--- src/rtl/gray_seq_ctrl.sv ---
// Gray-code run sequencer: walks a binary index up/down over a programmed run and
// streams {bi, Gray(bi)} over valid/ready. Optional GRAY_CHECK_EN adds a sticky err output.
module gray_seq_ctrl #(
    parameter int WIDTH = 4
) (
    input  logic             clk,
    input  logic             rst,
    input  logic             start,
    input  logic             dir,
    input  logic [WIDTH-1:0] first,
    input  logic [WIDTH-1:0] len,
    input  logic             ready,
    output logic [WIDTH-1:0] bi,
    output logic [WIDTH-1:0] gray,
    output logic             valid,
    output logic             busy,
    output logic             done
`ifdef GRAY_CHECK_EN
    ,
    output logic             err
`endif
);

    typedef enum logic [1:0] {S_IDLE, S_RUN, S_DONE} state_t;

    state_t           state_q;
    logic             dir_q;
    logic [WIDTH:0]   rem_q;
    logic [WIDTH-1:0] bi_q, gray_q;
    logic             valid_q, busy_q, done_q;

    logic [WIDTH-1:0] bi_nxt_d, gray_nxt_d;
    logic [WIDTH:0]   rem_init_d;
    logic             xfer_d;

    function automatic logic [WIDTH-1:0] to_gray(input logic [WIDTH-1:0] b);
        return b ^ (b >> 1);
    endfunction

    // Gray is derived from the next index so the registered pair always agrees.
    always_comb begin
        bi_nxt_d   = dir_q ? (bi_q - WIDTH'(1)) : (bi_q + WIDTH'(1));
        gray_nxt_d = to_gray(bi_nxt_d);
        rem_init_d = (len == '0) ? {1'b1, {WIDTH{1'b0}}} : {1'b0, len};
        xfer_d     = valid_q & ready;
    end

`ifdef GRAY_CHECK_EN
    logic [WIDTH-1:0] prev_q;
    logic             have_prev_q, err_q;
    logic [WIDTH-1:0] diff_d;
    logic             onehot_d;

    always_comb begin
        diff_d   = prev_q ^ gray_q;
        onehot_d = (diff_d != '0) && ((diff_d & (diff_d - WIDTH'(1))) == '0);
    end

    always_ff @(posedge clk) begin
        if (rst) begin
            prev_q      <= '0;
            have_prev_q <= 1'b0;
            err_q       <= 1'b0;
        end else if (state_q == S_IDLE && start) begin
            have_prev_q <= 1'b0;
        end else if (state_q == S_RUN && xfer_d) begin
            if (have_prev_q && !onehot_d)
                err_q <= 1'b1;
            prev_q      <= gray_q;
            have_prev_q <= 1'b1;
        end
    end

    assign err = err_q;
`endif

    always_ff @(posedge clk) begin
        if (rst) begin
            state_q <= S_IDLE;
            dir_q   <= 1'b0;
            rem_q   <= '0;
            bi_q    <= '0;
            gray_q  <= '0;
            valid_q <= 1'b0;
            busy_q  <= 1'b0;
            done_q  <= 1'b0;
        end else begin
            case (state_q)
                S_IDLE: begin
                    done_q <= 1'b0;
                    if (start) begin
                        state_q <= S_RUN;
                        dir_q   <= dir;
                        rem_q   <= rem_init_d;
                        bi_q    <= first;
                        gray_q  <= to_gray(first);
                        valid_q <= 1'b1;
                        busy_q  <= 1'b1;
                    end
                end
                S_RUN: begin
                    if (xfer_d) begin
                        if (rem_q == (WIDTH+1)'(1)) begin
                            // Last code accepted: bi/gray keep their final values.
                            state_q <= S_DONE;
                            valid_q <= 1'b0;
                            busy_q  <= 1'b0;
                            done_q  <= 1'b1;
                        end else begin
                            bi_q   <= bi_nxt_d;
                            gray_q <= gray_nxt_d;
                            rem_q  <= rem_q - (WIDTH+1)'(1);
                        end
                    end
                end
                S_DONE: begin
                    state_q <= S_IDLE;
                    done_q  <= 1'b0;
                end
                default: begin
                    state_q <= S_IDLE;
                    valid_q <= 1'b0;
                    busy_q  <= 1'b0;
                    done_q  <= 1'b0;
                end
            endcase
        end
    end

    assign bi    = bi_q;
    assign gray  = gray_q;
    assign valid = valid_q;
    assign busy  = busy_q;
    assign done  = done_q;

endmodule

--- config.mk ---
export PLATFORM = sky130hd
export DESIGN_NAME = gray_seq_ctrl
export DESIGN_NICKNAME = d
export VERILOG_FILES = /design/src/rtl/gray_seq_ctrl.sv
export SDC_FILE = /design/constraint.sdc
export NUM_CORES = 1
export LEC_CHECK = 0
export CAP_MARGIN = 15
export CORE_ASPECT_RATIO = 0.6
export CORE_UTILIZATION = 42
export CTS_CLUSTER_SIZE = 20
export DETAILED_ROUTE_END_ITERATION = 12
export PLACE_DENSITY = 0.68
export SLEW_MARGIN = 10
export SYNTH_ARGS = -nofsm -noshare
export SYNTH_HDL_FRONTEND = slang
export SYNTH_SLANG_ARGS = --single-unit
--- constraint.sdc ---
create_clock -name clk -period 2.1 [get_ports clk]
set_input_delay 0.21 -clock clk [delete_from_list [all_inputs] [get_ports clk]]
set_output_delay 0.21 -clock clk [all_outputs]
set_load 0.01 [all_outputs]
**After elaboration in Yosys (flattened, before gate mapping)**

Cells that the tools add are included.

- Add/sub/neg operators: 3
- Equal/unequal tests: 7
- Mux-type cells: 22
- Bitwise logic cells: 5
- Reductions and logical operators: 9

Operator list:

| cell | number |
|---|---|
| $mux W4 | 7 |
| $mux W5 | 4 |
| $pmux W4 S2 | 2 |
| $pmux W5 S2 | 1 |
| $ne A2 B2 Y1 const B | 4 |
| $reduce_and A4 Y1 | 2 |
| $xor A4 B3 Y4 | 2 |
| $mux W2 | 3 |
| $eq A5 B1 Y1 const B | 1 |
| $sub A5 B1 Y5 const B | 1 |
| $add A4 B1 Y4 const B | 1 |
| $logic_not A4 Y1 | 1 |
| $pmux W2 S2 | 1 |
| $reduce_and A2 Y1 | 2 |
| $sub A4 B1 Y4 const B | 1 |
| $mux W1 | 3 |
| $pmux W1 S3 | 1 |
| $reduce_and A3 Y1 | 1 |
| $eq A2 B1 Y1 const B | 1 |
| $eq A2 B2 Y1 const B | 1 |
| $logic_not A2 Y1 | 1 |
| $not A1 Y1 | 2 |
| $reduce_bool A2 Y1 | 1 |
| $reduce_or A2 Y1 | 1 |
| $and A1 B1 Y1 | 1 |

- Bits in registers: 18
- Input bits: 13
- Output and inout bits: 11

**Depth between registers and ports, before layout**

Gate-level depths: netlist of run 1.

- Depth in word-level cells: 6
- Depth in mapped cells: 7

**Worst setup path before layout of run 1**

Ideal clock, no wire load.

- Kind: register to register
- From: reg bi_q[0], in the netlist bi[0]
- To: reg gray_q[2], in the netlist gray[2]
- Setup time: 0.070 ns
- Arrival: 1.771 ns
- Setup slack: 0.260 ns
- Cell stages (with the launch flop): 6
- Clock period less this slack: 1.840 ns
- Cell sequence: dfxtp_1 -> inv_1 -> fa_1 -> xnor2_1 -> xor3_1 -> a21oi_1

- Word-level cells in the longest chain between the ends: 6

Ends and longest elaborated chain:

| item | line | source |
|---|---|---|
| start, declared | 29 | `logic [WIDTH-1:0] bi_q, gray_q;` |
| start signal, assigned | 95 | `bi_q <= first;` |
| start signal, assigned | 110 | `bi_q <= bi_nxt_d;` |
| $add A4 B1 Y4 / $sub A4 B1 Y4 (equally long branches) | 42 | `bi_nxt_d = dir_q ? (bi_q - WIDTH'(1)) : (bi_q + WIDTH'(1));` |
| $mux W4 (*) | 42 |  |
| $xor A4 B3 Y4 (*) | 37 | `return b ^ (b >> 1);` |
| $mux W4 (*) | 103 | `if (rem_q == (WIDTH+1)'(1)) begin` |
| $mux W4 (*) | 102 | `if (xfer_d) begin` |
| $pmux W4 S2 (*) | 88 | `case (state_q)` |
| end signal, assigned | 96 | `gray_q <= to_gray(first);` |
| end signal, assigned | 111 | `gray_q <= gray_nxt_d;` |
| end, declared | 29 |  |

Mark *: on every way between the ends. The rest lies on a longest branch, timed or not. The select of a mux whose other input is x is not followed.
A chain may end at the register's enable or synchronous reset.

**Worst setup path in the final report of run 1**

Ends and elaborated chain as after synthesis.

==> flow_summary.toml, run 1 <==
[status]
status = "completed"

[synthesis]
synth-edff-count = 0
synthArstFlopShare_pct = 0
synth-seq-cells = 17
synth_ff_type = "dfxtp_1"
synth_top_area_share_pct = 31.3
syn_avg_cell_area_sq_um = 8.76
yosysSeqAreaShare_pct = 31.3
synth_top_cell_by_area = "dfxtp_1"
yosysUniqueCellTypes = 44
yosys_warnings = 0
syn_nets = 142
yosys-top-cells-area = "dfxtp_1 31%, a21oi_1 7.4%, ha_1 4.6%"
synth_commonest_cells = "17 x dfxtp_1, 16 x a21oi_1, 12 x nand2_1"
synthCells = 124
yosysMostFrequentCell = "dfxtp_1"
syn-cell-area_sq_um = 1090

[cells_and_area]
area_delta_synth_final_pct = 23.3
drive_gt1_share_pct = 8.33
fin_cells = 174
antenna_cells = 0
fin_nets = 163
fin_area_sq_um = 1340

[global_routing]
grt_usage_pct = 20.5
grt_pass1_vias = 863
grt_max_degree = 19
grt_pass1_wl_microns = 4040
grt_overflow_total = 0
antenna_found_initial = 0

[power_and_ir_drop]
p_leak_nw = 0.481
power_uw = 920
irDropWorstVdd_mv = 0.520
power_density_nw_per_um2 = 688

[placement]
placedCellCount = 170
post-dp-hpwl_microns = 1830
placed_area_sq_um = 1280
port-buffer-count = 23
gp_congestion = 0.828

[sta]
slew_viol_final = 0
rsz0062_at_grt = "false"
fin_crit_ps = 1970
worst_clock_skew_ps = 1.43
slew-limit-headroom_pct = 55.4
min_period_over_period_pct = 94.0
finalHoldViolCount = 0
worst_pin_slew_ps = 667
setup_violations = 0
max_freq_mhz = 506
fin_tns_setup_ps = 0

[clock_tree]
cts_tree = "done"
post_cts_hold_buffer_count = 0
cts_buffer_depth = 2
path_clk_slew_ps = 60
h-tree-depth = 1
post_cts_buffers = 0
cts_sinks = 17
cts_buffers = 3
clk_latency_ps = 250
cts_resized = 0
cts-root-buf = "clkbuf_8"

[setup_path]
worst-path-stages = 5
r2r-start = "bi[0]"
path_max_fanout = 4
critical_path.top_delay_family = "XOR/XNOR gates"
r2r_cells = 5
cp.required_ps = 2280
worstReg2RegEnd = "gray[2]"
r2r_slack_ps = 130
path_buf_inv = 1
endpoint_kind = "register"
crit_slowest_cell = "xor3_1"
path_cells = "inv_1 > fa_1 > xnor2_1 > xor3_1 > a21oi_1"
worstPathArrival_ps = 2160
slowest_delay_ps = 480
critical_path_class = "reg -> reg"
critical_path.startpoint_type = "register"

[hold_path]
whs_path_depth = 2
min_from = "gray[1]"
min_to = "gray[1]"
hp-class = "reg -> reg"

[floorplanning]
start_util_pct = 47.4
dieArea_sq_um = 2800
die_h_microns = 41.4
pin_count = 24
fp-row-count = 13
die_x_microns = 67.7
coreArea_sq_um = 2290

[route]
drt_iter0_drc = 67
routed_wl_microns = 2470
wl_per_cell_microns = 14.2
ant_nets = 0
viasPerCell = 5.53
drc = 0
drtPass1Iterations = 4
num_vias = 962

[job]
maxCapViolCount = 0
[per-stage QoR]
step	hold slack, ps	setup WS [ps]	util (%)
detailed placement	445	37.6	56.0
floorplan	346	260	-
CTS	454	110	58.0
global placement	438	113	56.0
global route	465	28.0	58.4
finish	450	125	58.4
[worst max-delay path by stage]
stage / startpoint / endpoint / slack [ps]
6_report: bi[0] / gray[2] / 130
5_1_grt: bi[0] / gray[2] / 30
4_1_cts: bi[0] / gray[2] / 110
3_5_place_dp: ready / rem_q[0] / 40
3_3_place_gp: ready / rem_q[0] / 110
2_1_floorplan: bi[0] / gray[2] / 260
[worst reg2reg max path: stages, from the launching register on]
cell	delay, ps
dfxtp_1	400
inv_1	110
fa_1	440
xnor2_1	320
xor3_1	480
a21oi_1	160
[sequential cells by signal (all words and copies together), names as in the netlist]
name	flops
state_q	2
busy	1
rem_q	5
dir_q	1
gray	3
bi	4
done	1
[logic make-up after synthesis]
kind of cell	share of synthesized area (%)
and+or+nand+nor	21.3
adders and majority gates	6.45
AOI/OAI and AO/OA	23.6
xor gates and xnor gates	7.83
DFF	31.3
buffers and inverters	9.45
[per-layer routing]
metal | routed length (microns) | up-vias | track usage [%]
met5 | 0 | - | 0
met4 | 12 | 0 | 5.32
met3 | 134 | 2 | 6.52
met2 | 1090 | 24 | 33.2
met1 | 1240 | 450 | 26.7
li1 | - | 486 | -
[final cells by class]
class | count | area [sq um]
Clock buffer | 4 | 45.0
Sequential cell | 17 | 340
Timing Repair Buffer | 25 | 245
Inverter | 5 | 18.8
Fill cell | 201 | 955
Multi-Input combinational cell | 93 | 652
Tap cell | 30 | 37.5
[report_power, final]
part	switching, mW	internal, mW	total, mW
clock	0.109	0.135	0.243
sequential	0.0299	0.351	0.381
combinational	0.143	0.153	0.296
total	0.282	0.639	0.920
[cells in the final DEF, fill, tap and decap left out, types with 2 or more instances in the layout]
cell | netlist | layout
a211oi_1 | 2 | 2
a211oi_2 | 2 | 2
a21oi_1 | 16 | 16
a221oi_1 | 2 | 2
a31oi_1 | 2 | 2
buf_4 | 2 | 2
clkbuf_8 | 1 | 3
clkdlybuf4s50_1 | 0 | 23
dfxtp_1 | 17 | 17
ha_1 | 4 | 4
inv_1 | 5 | 5
nand2_1 | 12 | 12
nand2b_1 | 2 | 2
nand3_1 | 2 | 2
nor2_1 | 6 | 6
nor2b_1 | 2 | 2
nor3_1 | 5 | 5
nor3b_1 | 2 | 2
o211ai_1 | 2 | 2
o21ai_0 | 5 | 5
o21ai_1 | 2 | 2
xnor2_1 | 5 | 5
xor2_1 | 2 | 2
Power figures use the tool's default switching activity.
==> run 2: changes to the inputs <==
Settings changed: CORE_MARGIN set to 2, SLEW_MARGIN 10 to 20.
==> flow_summary.toml, run 2 (synthesis results as in run 1) <==
[placement]
post-dp-hpwl_microns = 1840
gp_congestion = 0.792
placed_area_sq_um = 1290
port-buffer-count = 23
pre_cts_slack_ps = 41.3

[sta]
worst_slack_ps = 98.5
slew-limit-headroom_pct = 53.4
setup_violations = 0
min_period_over_period_pct = 95.3
max_freq_mhz = 500
rsz0062_at_grt = "false"
worst_clock_skew_ps = 7.38
worst_pin_slew_ps = 697
finalHoldViolCount = 0
slew_viol_final = 0
fin_tns_setup_ps = 0
fin_crit_ps = 2000

[status]
status = "completed"

[hold_path]
whs_path_depth = 2
min_to = "gray[1]"
hp-class = "reg -> reg"
min_from = "gray[1]"

[global_routing]
grt_pass1_wl_microns = 4330
grt_overflow_total = 0
grt_pass1_vias = 884
grt_max_degree = 22
antenna_found_initial = 0
grt_usage_pct = 18.1

[route]
drc = 0
ant_nets = 0
routed_wl_microns = 2520
wl_per_cell_microns = 14.3
viasPerCell = 5.46
num_vias = 961
drt_iter0_drc = 72
drtPass1Iterations = 4

[power_and_ir_drop]
p_leak_nw = 0.481
irDropWorstVdd_mv = 0.298
power_density_nw_per_um2 = 692

[setup_path]
critical_path_class = "reg -> reg"
slowest_delay_ps = 490
path_max_fanout = 4
endpoint_kind = "register"
worstReg2RegEnd = "gray[2]"
r2r-start = "bi[0]"
path_cells = "inv_1 > fa_1 > xnor2_1 > xor3_1 > a21oi_1"
path_buf_inv = 1
worstPathArrival_ps = 2180
cp.required_ps = 2280
critical_path.startpoint_type = "register"
crit_slowest_cell = "xor3_1"
critical_path.top_delay_family = "XOR/XNOR gates"
r2r_slack_ps = 100
r2r_cells = 5

[clock_tree]
cts_buffers = 3
path_clk_slew_ps = 70
cts_tree = "done"
cts-root-buf = "clkbuf_8"
post_cts_hold_buffer_count = 0
post_cts_buffers = 0
cts_sinks = 17
cts_buffer_depth = 2
clk_latency_ps = 250
h-tree-depth = 1

[cells_and_area]
antenna_cells = 0
final_common_cell = "clkdlybuf4s50_1"
drive_gt1_share_pct = 8.33
finish.utilization_pct = 53.9
fin_area_sq_um = 1340
area_delta_synth_final_pct = 23.5
fin_nets = 163
largest_reg_flops = 5
final_cell_mix = "23 x clkdlybuf4s50_1, 17 x dfxtp_1, 16 x a21oi_1"
seq_area_sq_um = 340
multi_input_area_sq_um = 652
fillers = 229
regMostFlops = "rem_q"

[floorplanning]
start_util_pct = 43.7
coreArea_sq_um = 2490
pin_count = 24
die_x_microns = 69.7
fp-row-count = 14
die_h_microns = 43.4
dieArea_sq_um = 3020

[job]
maxCapViolCount = 0
## run 2: worst reg2reg max path, cell delays in order, from the launching register on
cell and delay (ps):
dfxtp_1 410, inv_1 120, fa_1 450, xnor2_1 310
xor3_1 490, a21oi_1 150
## run 2: stage by stage
stage                     cells  total power [mW]  hold slack [ps]
final                       176             0.928              459
after global routing        176             0.989              502
after CTS                   176             0.929              459
after detailed placement    172             0.681              448
after global placement      172             0.670              441
after floorplan             124             0.589              346
## run 2: how the worst max path moves through the flow
stage | slack (ps) | start | endpoint | depth (start not counted)
final | 100 | bi[0] | gray[2] | 5
after global routing | 50 | bi[0] | gray[2] | 5
after CTS | 100 | rem_q[1] | rem_q[0] | 6
after detailed placement | 40 | ready | rem_q[0] | 5
after global placement | 110 | ready | rem_q[0] | 5
after floorplan | 260 | bi[0] | gray[2] | 5
## run 2: timing repair
| action | CTS | global route |
|---|---|---|
| endpoints found under the setup margin | 0 | 2 |
| resized for setup | 0 | 1 |
| hold endpoints to repair | 0 | 0 |
## run 2: area by class of cell
| type | instances | area share, % |
|---|---|---|
| well taps | 32 | 2.99 |
| multi-input cells | 93 | 48.6 |
| repair buffers | 25 | 18.3 |
| inverters | 5 | 1.40 |
| flip-flops and latches | 17 | 25.4 |
| clock buffers | 4 | 3.36 |
## run 2: power by group
part | internal [mW] | total (mW) | switching (mW)
sequential | 0.351 | 0.382 | 0.0307
combinational | 0.153 | 0.297 | 0.143
clock | 0.135 | 0.250 | 0.115
total | 0.639 | 0.928 | 0.289
## run 2: per-layer routing
layer	global-route usage (%)	part of all wire [%]	vias to the layer above
met5	0	0	-
met4	2.31	0.32	0
met3	5.58	4.4	2
met2	29.8	44	21
met1	24.8	51	457
li1	-	-	481
